### src/rtl/mem_arb_pkg.sv
// Shared types for the two-master data-memory arbiter.
package mem_arb_pkg;

    typedef enum logic [1:0] {
        IDLE = 2'd0,
        OWN0 = 2'd1,
        OWN1 = 2'd2
    } arb_state_t;

    // 0 = CPU data port, 1 = loader/DMA port
    typedef logic master_id_t;

    // Wide enough for a beat index up to 14 (BURST_MAX up to 15)
    localparam int CNT_W = 4;

    function automatic arb_state_t own_state(input master_id_t m);
        return m ? OWN1 : OWN0;
    endfunction

endpackage

### src/rtl/mem_arbiter_arb_pick.sv
// Combinational master picker used when leaving IDLE.
// Build option: MEM_ARB_ROUND_ROBIN_EN -- when defined, a tie goes to the
// master that did not win last time; otherwise a tie always goes to master 0.
module arb_pick
    import mem_arb_pkg::*;
(
    input  logic       m0_valid,
    input  logic       m1_valid,
    input  master_id_t last_grant,
    output master_id_t pick
);

`ifndef MEM_ARB_ROUND_ROBIN_EN
    // Fixed priority has no use for the grant history.
    logic unused_last_grant;
    assign unused_last_grant = last_grant;
`endif

    // Single requester wins outright; a tie is resolved by the build option.
    always_comb begin
        pick = 1'b0;
        if (m0_valid && m1_valid) begin
`ifdef MEM_ARB_ROUND_ROBIN_EN
            pick = ~last_grant;
`else
            pick = 1'b0;
`endif
        end else if (m1_valid) begin
            pick = 1'b1;
        end
    end

endmodule

### src/rtl/mem_arbiter.sv
// Two-master arbiter in front of a single combinational-read data memory.
// Build option: MEM_ARB_ROUND_ROBIN_EN selects the tie-break in arb_pick.
//
//   state | meaning
//   IDLE  | nobody owns the port; arbitration happens here, no transfer
//   OWN0  | master 0 owns the port; its valid cycles are transfers
//   OWN1  | master 1 owns the port; its valid cycles are transfers
module mem_arbiter
    import mem_arb_pkg::*;
#(
    parameter int ADDR_WIDTH = 32,
    parameter int DATA_WIDTH = 32,
    parameter int BURST_MAX  = 4
) (
    input  logic                  clk_i,
    input  logic                  rst,

    input  logic                  m0_valid_i,
    output logic                  m0_ready_o,
    input  logic [ADDR_WIDTH-1:0] m0_addr_i,
    input  logic                  m0_we_i,
    input  logic [DATA_WIDTH-1:0] m0_wdata_i,
    input  logic [1:0]            m0_type_i,
    input  logic                  m0_sign_i,
    output logic                  m0_rvalid_o,
    output logic [DATA_WIDTH-1:0] m0_rdata_o,

    input  logic                  m1_valid_i,
    output logic                  m1_ready_o,
    input  logic [ADDR_WIDTH-1:0] m1_addr_i,
    input  logic                  m1_we_i,
    input  logic [DATA_WIDTH-1:0] m1_wdata_i,
    input  logic [1:0]            m1_type_i,
    input  logic                  m1_sign_i,
    output logic                  m1_rvalid_o,
    output logic [DATA_WIDTH-1:0] m1_rdata_o,

    output logic [ADDR_WIDTH-1:0] mem_addr_o,
    output logic                  mem_we_o,
    output logic [DATA_WIDTH-1:0] mem_wdata_o,
    output logic [1:0]            mem_type_o,
    output logic                  mem_sign_o,
    input  logic [DATA_WIDTH-1:0] mem_rdata_i
);

    localparam logic [CNT_W-1:0] BEAT_LAST = CNT_W'(BURST_MAX - 1);

    arb_state_t       state;
    logic [CNT_W-1:0] beat_cnt;
    master_id_t       last_grant;
    master_id_t       pick;

    logic sel1;
    logic xfer0;
    logic xfer1;
    logic cur_valid;
    logic oth_valid;
    logic burst_done;

    arb_pick u_pick (
        .m0_valid   (m0_valid_i),
        .m1_valid   (m1_valid_i),
        .last_grant (last_grant),
        .pick       (pick)
    );

    assign sel1       = (state == OWN1);
    assign xfer0      = (state == OWN0) && m0_valid_i;
    assign xfer1      = (state == OWN1) && m1_valid_i;
    assign cur_valid  = sel1 ? m1_valid_i : m0_valid_i;
    assign oth_valid  = sel1 ? m0_valid_i : m1_valid_i;
    assign burst_done = (beat_cnt == BEAT_LAST);

    assign m0_ready_o = (state == OWN0);
    assign m1_ready_o = (state == OWN1);

    // Memory port follows the owner; write enable is gated so idle cycles never write.
    assign mem_addr_o  = sel1 ? m1_addr_i  : m0_addr_i;
    assign mem_wdata_o = sel1 ? m1_wdata_i : m0_wdata_i;
    assign mem_type_o  = sel1 ? m1_type_i  : m0_type_i;
    assign mem_sign_o  = sel1 ? m1_sign_i  : m0_sign_i;
    assign mem_we_o    = (xfer0 && m0_we_i) || (xfer1 && m1_we_i);

    // Ownership FSM: burst limit only bites when the other master is waiting.
    always_ff @(posedge clk_i) begin
        if (rst) begin
            state      <= IDLE;
            beat_cnt   <= '0;
            last_grant <= 1'b1;
        end else begin
            case (state)
                IDLE: begin
                    if (m0_valid_i || m1_valid_i) begin
                        state      <= own_state(pick);
                        last_grant <= pick;
                        beat_cnt   <= '0;
                    end
                end
                OWN0, OWN1: begin
                    if (cur_valid && !(oth_valid && burst_done)) begin
                        if (!burst_done) begin
                            beat_cnt <= beat_cnt + 1'b1;
                        end
                    end else if (oth_valid) begin
                        state      <= own_state(~sel1);
                        last_grant <= ~sel1;
                        beat_cnt   <= '0;
                    end else begin
                        state    <= IDLE;
                        beat_cnt <= '0;
                    end
                end
                default: begin
                    state    <= IDLE;
                    beat_cnt <= '0;
                end
            endcase
        end
    end

    // Read return: capture the combinational memory value one cycle after a read transfer.
    always_ff @(posedge clk_i) begin
        if (rst) begin
            m0_rvalid_o <= 1'b0;
            m1_rvalid_o <= 1'b0;
            m0_rdata_o  <= '0;
            m1_rdata_o  <= '0;
        end else begin
            m0_rvalid_o <= xfer0 && !m0_we_i;
            m1_rvalid_o <= xfer1 && !m1_we_i;
            if (xfer0 && !m0_we_i) begin
                m0_rdata_o <= mem_rdata_i;
            end
            if (xfer1 && !m1_we_i) begin
                m1_rdata_o <= mem_rdata_i;
            end
        end
    end

endmodule

### config.mk
export PLATFORM = sky130hd
export DESIGN_NAME = mem_arbiter
export DESIGN_NICKNAME = d
export VERILOG_FILES = /design/src/rtl/mem_arb_pkg.sv /design/src/rtl/mem_arbiter_arb_pick.sv /design/src/rtl/mem_arbiter.sv
export SDC_FILE = /design/constraint.sdc
export NUM_CORES = 1
export LEC_CHECK = 0
export ABC_CLOCK_PERIOD_IN_PS = 1810
export BUFFER_PORTS_ARGS = -buffer_cell sky130_fd_sc_hd__buf_2
export CORE_AREA = 2 2 119 121
export DETAILED_ROUTE_END_ITERATION = 7
export DIE_AREA = 0 0 121 123
export GPL_TIMING_DRIVEN = 0
export PLACE_DENSITY = 0.72
export SLEW_MARGIN = 0
export SYNTH_ARGS = -nofsm -noshare
export SYNTH_HDL_FRONTEND = slang
export SYNTH_SLANG_ARGS = --single-unit
### constraint.sdc
create_clock -name clk_i -period 1.81 [get_ports clk_i]
set_input_delay 0.181 -clock clk_i [delete_from_list [all_inputs] [get_ports clk_i]]
set_output_delay 0.181 -clock clk_i [all_outputs]
set_load 0.01 [all_outputs]
Word level (Yosys, flattened, before mapping)
Index checks and enable logic that the tools add are counted.
Widths: inputs -> output; s select.
Operators by class
  $add $sub $neg: 1
  equal/unequal tests: 6
  reductions and logical operators: 18
  multiplexer cells: 18
Operators by type and width (count)
  $mux 32: 2
  $mux 2: 6
  $mux 4: 3
  $logic_and 1x1->1: 9
  $pmux 4 s2: 1
  $mux 1: 5
  $add 4x1->4 const B: 1
  $eq 4x2->1 const B: 1
  $ne 2x2->1 const B: 2
  $pmux 2 s2: 1
  $reduce_and 2->1: 2
  $logic_not 1->1: 3
  $ne 3x3->1 const B: 1
  $eq 2x1->1 const B: 1
  $eq 2x2->1 const B: 1
  $logic_not 2->1: 1
  $logic_or 1x1->1: 2
  $reduce_or 2->1: 1
Storage, ports and cells
  word-level logic and storage cells: 49
  input bits: 172
  output and inout bits: 136
  register bits after elaboration: 72

Logic depth before layout (Yosys ltp)
  word-level depth: 7
  mapped depth: 8
  gate-level depth less buffers: 6

Hierarchy
From an unflattened synthesis, not the netlist that was laid out.
Second synthesis, totals
  cells, all modules: 428
  area, all modules: 3608.5 um^2
By module, submodules not included
  mem_arbiter: cells each 427, times used 1, sequential area each 1461.4 um^2, area an instance 3594.7 um^2
  arb_pick: cells each 1, times used 1, sequential area each 0.0 um^2, area an instance 13.8 um^2

Least setup slack after synthesis
No wires, ideal clock.
  kind: reg-to-reg
  start: reg state[0]
  end: reg beat_cnt[2]
  slack: 0.188 ns
  period minus slack after synthesis: 1.622 ns
  data required time: 1.694 ns
  arrival: 1.506 ns
  setup time: 0.116 ns
  buffers on the path: 1
  cell stages (with the launch flop): 7
  path through: dfxtp_1 > inv_1 > ha_1 > buf_6 > mux2i_2 > a41oi_2 > a41o_1
On the way
  longest elaborated chain between the ends: 7
  elaborated cells on any way between the ends: 14
  those cells by class: eq/ne: 4; mux: 4; reduce/logical: 6
Ends and longest elaborated chain
  start, declared: line mem_arbiter.sv:48  | arb_state_t state;
  start signal, assigned: line mem_arbiter.sv:94  | state <= own_state(pick);
  start signal, assigned: line mem_arbiter.sv:105  | state <= own_state(~sel1);
  $eq 2x2->1 *
  via m1_ready_o: line mem_arbiter.sv:29  | output logic m1_ready_o,
  $mux 1: line mem_arbiter.sv:71  | assign oth_valid = sel1 ? m0_valid_i : m1_valid_i;
  $logic_and 1x1->1: line mem_arbiter.sv:100  | if (cur_valid && !(oth_valid && burst_done)) begin
  $logic_not 1->1: line mem_arbiter.sv:100
  $logic_and 1x1->1: line mem_arbiter.sv:100
  $mux 4 or $ne 3x3->1 (tied branches)
  $pmux 4 s2 or $reduce_and 2->1 (tied branches)
  end signal, assigned: line mem_arbiter.sv:102  | beat_cnt <= beat_cnt + 1'b1;
  end, declared: line mem_arbiter.sv:49  | logic [CNT_W-1:0] beat_cnt;
Mark *: on every way through the listed nets, which the timed path passes. The rest lies on a longest branch.
A chain may end at the register's enable or synchronous reset.

Worst setup path in the final report
  start: reg state[0]
  end: out mem_wdata_o[1]
On the way
  longest elaborated chain between the ends: 2
Ends and longest elaborated chain
  $eq 2x2->1
  $mux 32: line mem_arbiter.sv:79  | assign mem_wdata_o = sel1 ? m1_wdata_i : m0_wdata_i;
  end, declared: line mem_arbiter.sv:40  | output logic [DATA_WIDTH-1:0] mem_wdata_o,
Every way passes these cells.

==> impl_metrics.xml <==
<?xml version="1.0" encoding="UTF-8"?>
<metrics>
  <group name="place">
    <metric name="buffer_ports.inserted" unit="">306</metric>
    <metric name="finalWeightedCongestion" unit="">0.875</metric>
    <metric name="place_hpwl" unit="µm">13100</metric>
  </group>
  <group name="yosys">
    <metric name="synth-main-ff-cell" unit="">sky130_fd_sc_hd__dfxtp_1</metric>
    <metric name="synth-edff-count" unit="">0</metric>
    <metric name="most_numerous_cell_types_in_the_synthesized_netlist" unit="">134 x sky130_fd_sc_hd__nand2_1, 72 x sky130_fd_sc_hd__dfxtp_1, 67 x sky130_fd_sc_hd__mux2_2, 66 x sky130_fd_sc_hd__a21oi_1, 19 x sky130_fd_sc_hd__buf_2</metric>
    <metric name="postSynth.asyncResetShare" unit="">0</metric>
    <metric name="syn_nets" unit="">603</metric>
    <metric name="mappedNetlistArea" unit="mm²">0.00364</metric>
    <metric name="synthesis.instances" unit="">425</metric>
    <metric name="yosysUniqueCellTypes" unit="">34</metric>
    <metric name="synth_area_leaders" unit="">sky130_fd_sc_hd__dfxtp_1 40%, sky130_fd_sc_hd__mux2_2 21%, sky130_fd_sc_hd__nand2_1 14%</metric>
    <metric name="synth_top_area_share" unit="">0.396</metric>
    <metric name="yosys.area.top_type" unit="">sky130_fd_sc_hd__dfxtp_1</metric>
    <metric name="synthesis.area_per_instance" unit="µm²">8.56</metric>
    <metric name="synth_seq_cells" unit="">72</metric>
    <metric name="synth-warning-count" unit="">0</metric>
    <metric name="yosys.cell_count.top_type" unit="">sky130_fd_sc_hd__nand2_1</metric>
    <metric name="ys_seq_area_frac" unit="">0.396</metric>
  </group>
  <group name="global_route">
    <metric name="grt_remaining_overflow" unit="">0</metric>
    <metric name="grt_antenna_before_repair" unit="">7</metric>
    <metric name="grt.total_usage" unit="">0.215</metric>
    <metric name="grt_first_pass_wirelength" unit="µm">23600</metric>
    <metric name="grt_max_degree" unit="">13</metric>
    <metric name="number_of_global_route_vias_before_repair" unit="">4122</metric>
  </group>
  <group name="sta">
    <metric name="achievable-frequency" unit="GHz">0.537</metric>
    <metric name="rsz0062_at_grt" unit="">true</metric>
    <metric name="period_needed" unit="ns">1.86</metric>
    <metric name="final_max_slew_viol_count" unit="">0</metric>
    <metric name="timing_worst_slew_pin_value" unit="ns">0.681</metric>
    <metric name="fin_skew" unit="ns">0.00460</metric>
    <metric name="setup-violations-final" unit="">41</metric>
    <metric name="final.period_utilization" unit="">1.03</metric>
    <metric name="fin_ws" unit="ns">-0.0516</metric>
    <metric name="relSlewSlack" unit="">0.546</metric>
    <metric name="timing_hold_violations_final" unit="">0</metric>
  </group>
  <group name="job">
    <metric name="maxCapViolations" unit="">0</metric>
  </group>
  <group name="worst_setup_path">
    <metric name="ff2ff_path_depth" unit="">7</metric>
    <metric name="criticalPathCategory" unit="">register to output port</metric>
    <metric name="regToRegSetupSlack" unit="ns">0.05</metric>
    <metric name="worstSetupStartpoint" unit="">state[0]$_SDFFE_PP0P_</metric>
    <metric name="timing.critical_path.fanout_max" unit="">8</metric>
    <metric name="timing.critical_path.required" unit="ns">1.63</metric>
    <metric name="cp-start-kind" unit="">register</metric>
    <metric name="cp_data_arrival_time" unit="ns">1.68</metric>
    <metric name="reg2reg_to" unit="">beat_cnt[3]$_SDFFE_PP0P_</metric>
    <metric name="endpoint_kind" unit="">output port</metric>
    <metric name="crit-reg2reg-launch" unit="">state[0]$_SDFFE_PP0P_</metric>
    <metric name="endpoint" unit="">mem_wdata_o[1]</metric>
  </group>
  <group name="floorplan">
    <metric name="die_height" unit="µm">123</metric>
    <metric name="row_count" unit="">43</metric>
    <metric name="chipWidth" unit="µm">121</metric>
    <metric name="die_area" unit="mm²">0.0149</metric>
    <metric name="initial_core_util" unit="">0.267</metric>
    <metric name="core_area" unit="mm²">0.0136</metric>
    <metric name="boundaryPins" unit="">308</metric>
  </group>
  <group name="cells_and_area">
    <metric name="count_of_fill_cells_added_during_filler_insertion" unit="">1303</metric>
    <metric name="share_of_post_route_cells_with_drive_strength_above_1" unit="">0.586</metric>
    <metric name="multiInputGateArea" unit="mm²">0.00231</metric>
    <metric name="area.growth.synth_to_final" unit="%">87.3</metric>
    <metric name="layout.nets" unit="">932</metric>
    <metric name="seq_area" unit="mm²">0.00145</metric>
    <metric name="final_util" unit="">0.501</metric>
  </group>
  <group name="power">
    <metric name="vdd.ir_drop.worst" unit="V">0.000392</metric>
    <metric name="pwr_density" unit="mW/mm²">991</metric>
    <metric name="total_power" unit="W">0.00675</metric>
    <metric name="leakage_power_of_the_design" unit="nW">3.25</metric>
  </group>
  <group name="run_status">
    <metric name="run_status" unit="">complete, but fails checks</metric>
    <metric name="violations" unit="">setup timing</metric>
  </group>
  <group name="drt">
    <metric name="first_pass_iters" unit="">4</metric>
    <metric name="drt_first_iter_violations" unit="">189</metric>
    <metric name="post-route-drc-count" unit="">0</metric>
    <metric name="drt-wirelength-per-cell" unit="µm">18.2</metric>
    <metric name="via_count" unit="">4364</metric>
    <metric name="route.antenna.remaining_nets" unit="">0</metric>
    <metric name="wl" unit="µm">17200</metric>
    <metric name="via_per_inst" unit="">4.62</metric>
  </group>
  <group name="clock_network">
    <metric name="cts_tree" unit="">done</metric>
    <metric name="clk_path_buf_depth" unit="">2</metric>
    <metric name="clkSlewWorstSetupHoldPaths" unit="ns">0.06</metric>
    <metric name="cts_root_buf" unit="">sky130_fd_sc_hd__clkbuf_16</metric>
    <metric name="cts_htree_levels" unit="">3</metric>
    <metric name="hold_buffers" unit="">0</metric>
    <metric name="clock_sinks" unit="">72</metric>
    <metric name="cts-buffers-inserted" unit="">9</metric>
    <metric name="clock_insertion_delay_worst_skew" unit="ns">0.33</metric>
  </group>
  <group name="worst_hold_path">
    <metric name="hold_class" unit="">primary input to register</metric>
  </group>
</metrics>
report_power, final:
part | total [W] | switching [W] | internal, W
clock network | 0.00195 | 0.000669 | 0.00128
registers | 0.00174 | 0.0000556 | 0.00169
logic | 0.00306 | 0.00131 | 0.00175
stage by stage:
step           TNS [ns]  hold slack, ns  setup slack, ns  instances  instance area (µm²)
6_report          -1.12          0.0994          -0.0516        944                 6810
5_1_grt           -5.49          0.0899           -0.111        941                 6810
4_1_cts           -2.86          0.0844           -0.104        937                 6430
3_5_place_dp      -1.23           0.440          -0.0823        911                 5390
3_3_place_gp     -0.299           0.437          -0.0357        911                 5390
2_1_floorplan         0           0.317            0.188        425                 3640
per-layer routing:
layer	wire, µm	part of all wire	track usage
met1	6340	0.37	0.238
met2	8740	0.51	0.376
met3	1530	0.089	0.0660
met4	598	0.035	0.104
met5	13	0.00075	0
worst max-delay path, cell delays in order, from the launching register on:
cell and delay [ns]:
sky130_fd_sc_hd__dfxtp_2 0.32, sky130_fd_sc_hd__inv_2 0.06, sky130_fd_sc_hd__ha_4 0.18, sky130_fd_sc_hd__buf_12 0.18, sky130_fd_sc_hd__clkbuf_16 0.17, sky130_fd_sc_hd__mux2_4 0.30, sky130_fd_sc_hd__buf_6 0.12
registers in the layout (all words and copies together) (netlist names):
name and count:
m0_rdata_o 32, m0_rvalid_o 1, state 2, beat_cnt 4, m1_rdata_o 32, m1_rvalid_o 1
layout by cell type (no fill, tap or decap), drive strengths merged:
master / synthesis / layout
buf: 25 / 335
or2: 3 / 3
inv: 6 / 6
ha: 6 / 6
nand2: 134 / 134
a22o: 1 / 1
nor3: 1 / 1
a211oi: 2 / 2
nand3: 4 / 4
a31o: 1 / 1
clkinv: 0 / 1
a21oi: 67 / 67
a21o: 2 / 2
dfxtp: 72 / 72
nor2: 8 / 8
o211ai: 2 / 2
or3b: 1 / 1
mux2: 68 / 68
bufinv: 0 / 2
diode: 0 / 5
a41oi: 1 / 1
nor4: 1 / 1
a211o: 2 / 2
o221ai: 1 / 1
a41o: 1 / 1
clkbuf: 6 / 26
clkinvlp: 0 / 1
nor3b: 4 / 4
nand4: 3 / 3
mux2i: 1 / 1
nand2b: 2 / 2
cell type report:
cell class	instances	area share
clock inverters	4	0.0112
well taps	180	0.0331
plain buffers	30	0.0409
multi-input cells	316	0.339
inverters	6	0.00331
flip-flops and latches	72	0.212
repair buffers	319	0.321
clock buffers	12	0.0376
diodes	5	0.00184
kinds of logic (layout without fill, tap and decap cells):
family | Yosys count | in the layout | synth area share
AOI/OAI and AO/OA | 80 | 80 | 0.128
other | 0 | 5 | 0
adders and majority gates | 6 | 6 | 0.0206
muxes | 69 | 69 | 0.215
and+or+nand+nor | 161 | 161 | 0.185
DFF | 72 | 72 | 0.396
buffers and inverters | 37 | 371 | 0.0550
worst min-delay path by stage:
stage,start,endpoint,slack (ns),cells after the start
2_1_floorplan,mem_rdata_i[0],m0_rdata_o[0]$_SDFFE_PP0P_,0.32,2
3_3_place_gp,mem_rdata_i[13],m1_rdata_o[13]$_SDFFE_PP0P_,0.44,3
3_5_place_dp,mem_rdata_i[16],m1_rdata_o[16]$_SDFFE_PP0P_,0.44,3
4_1_cts,mem_rdata_i[30],m0_rdata_o[30]$_SDFFE_PP0P_,0.08,3
5_1_grt,mem_rdata_i[23],m0_rdata_o[23]$_SDFFE_PP0P_,0.09,3
6_report,mem_rdata_i[25],m1_rdata_o[25]$_SDFFE_PP0P_,0.1,3
timing repair:
action | in CTS | in global routing
gates cloned | 3 | 4
setup buffers | 7 | 0
pin swaps | 2 | 2
endpoints found under the setup margin | 98 | 103
resized for setup | 132 | 68
Power figures use the tool's default switching activity.
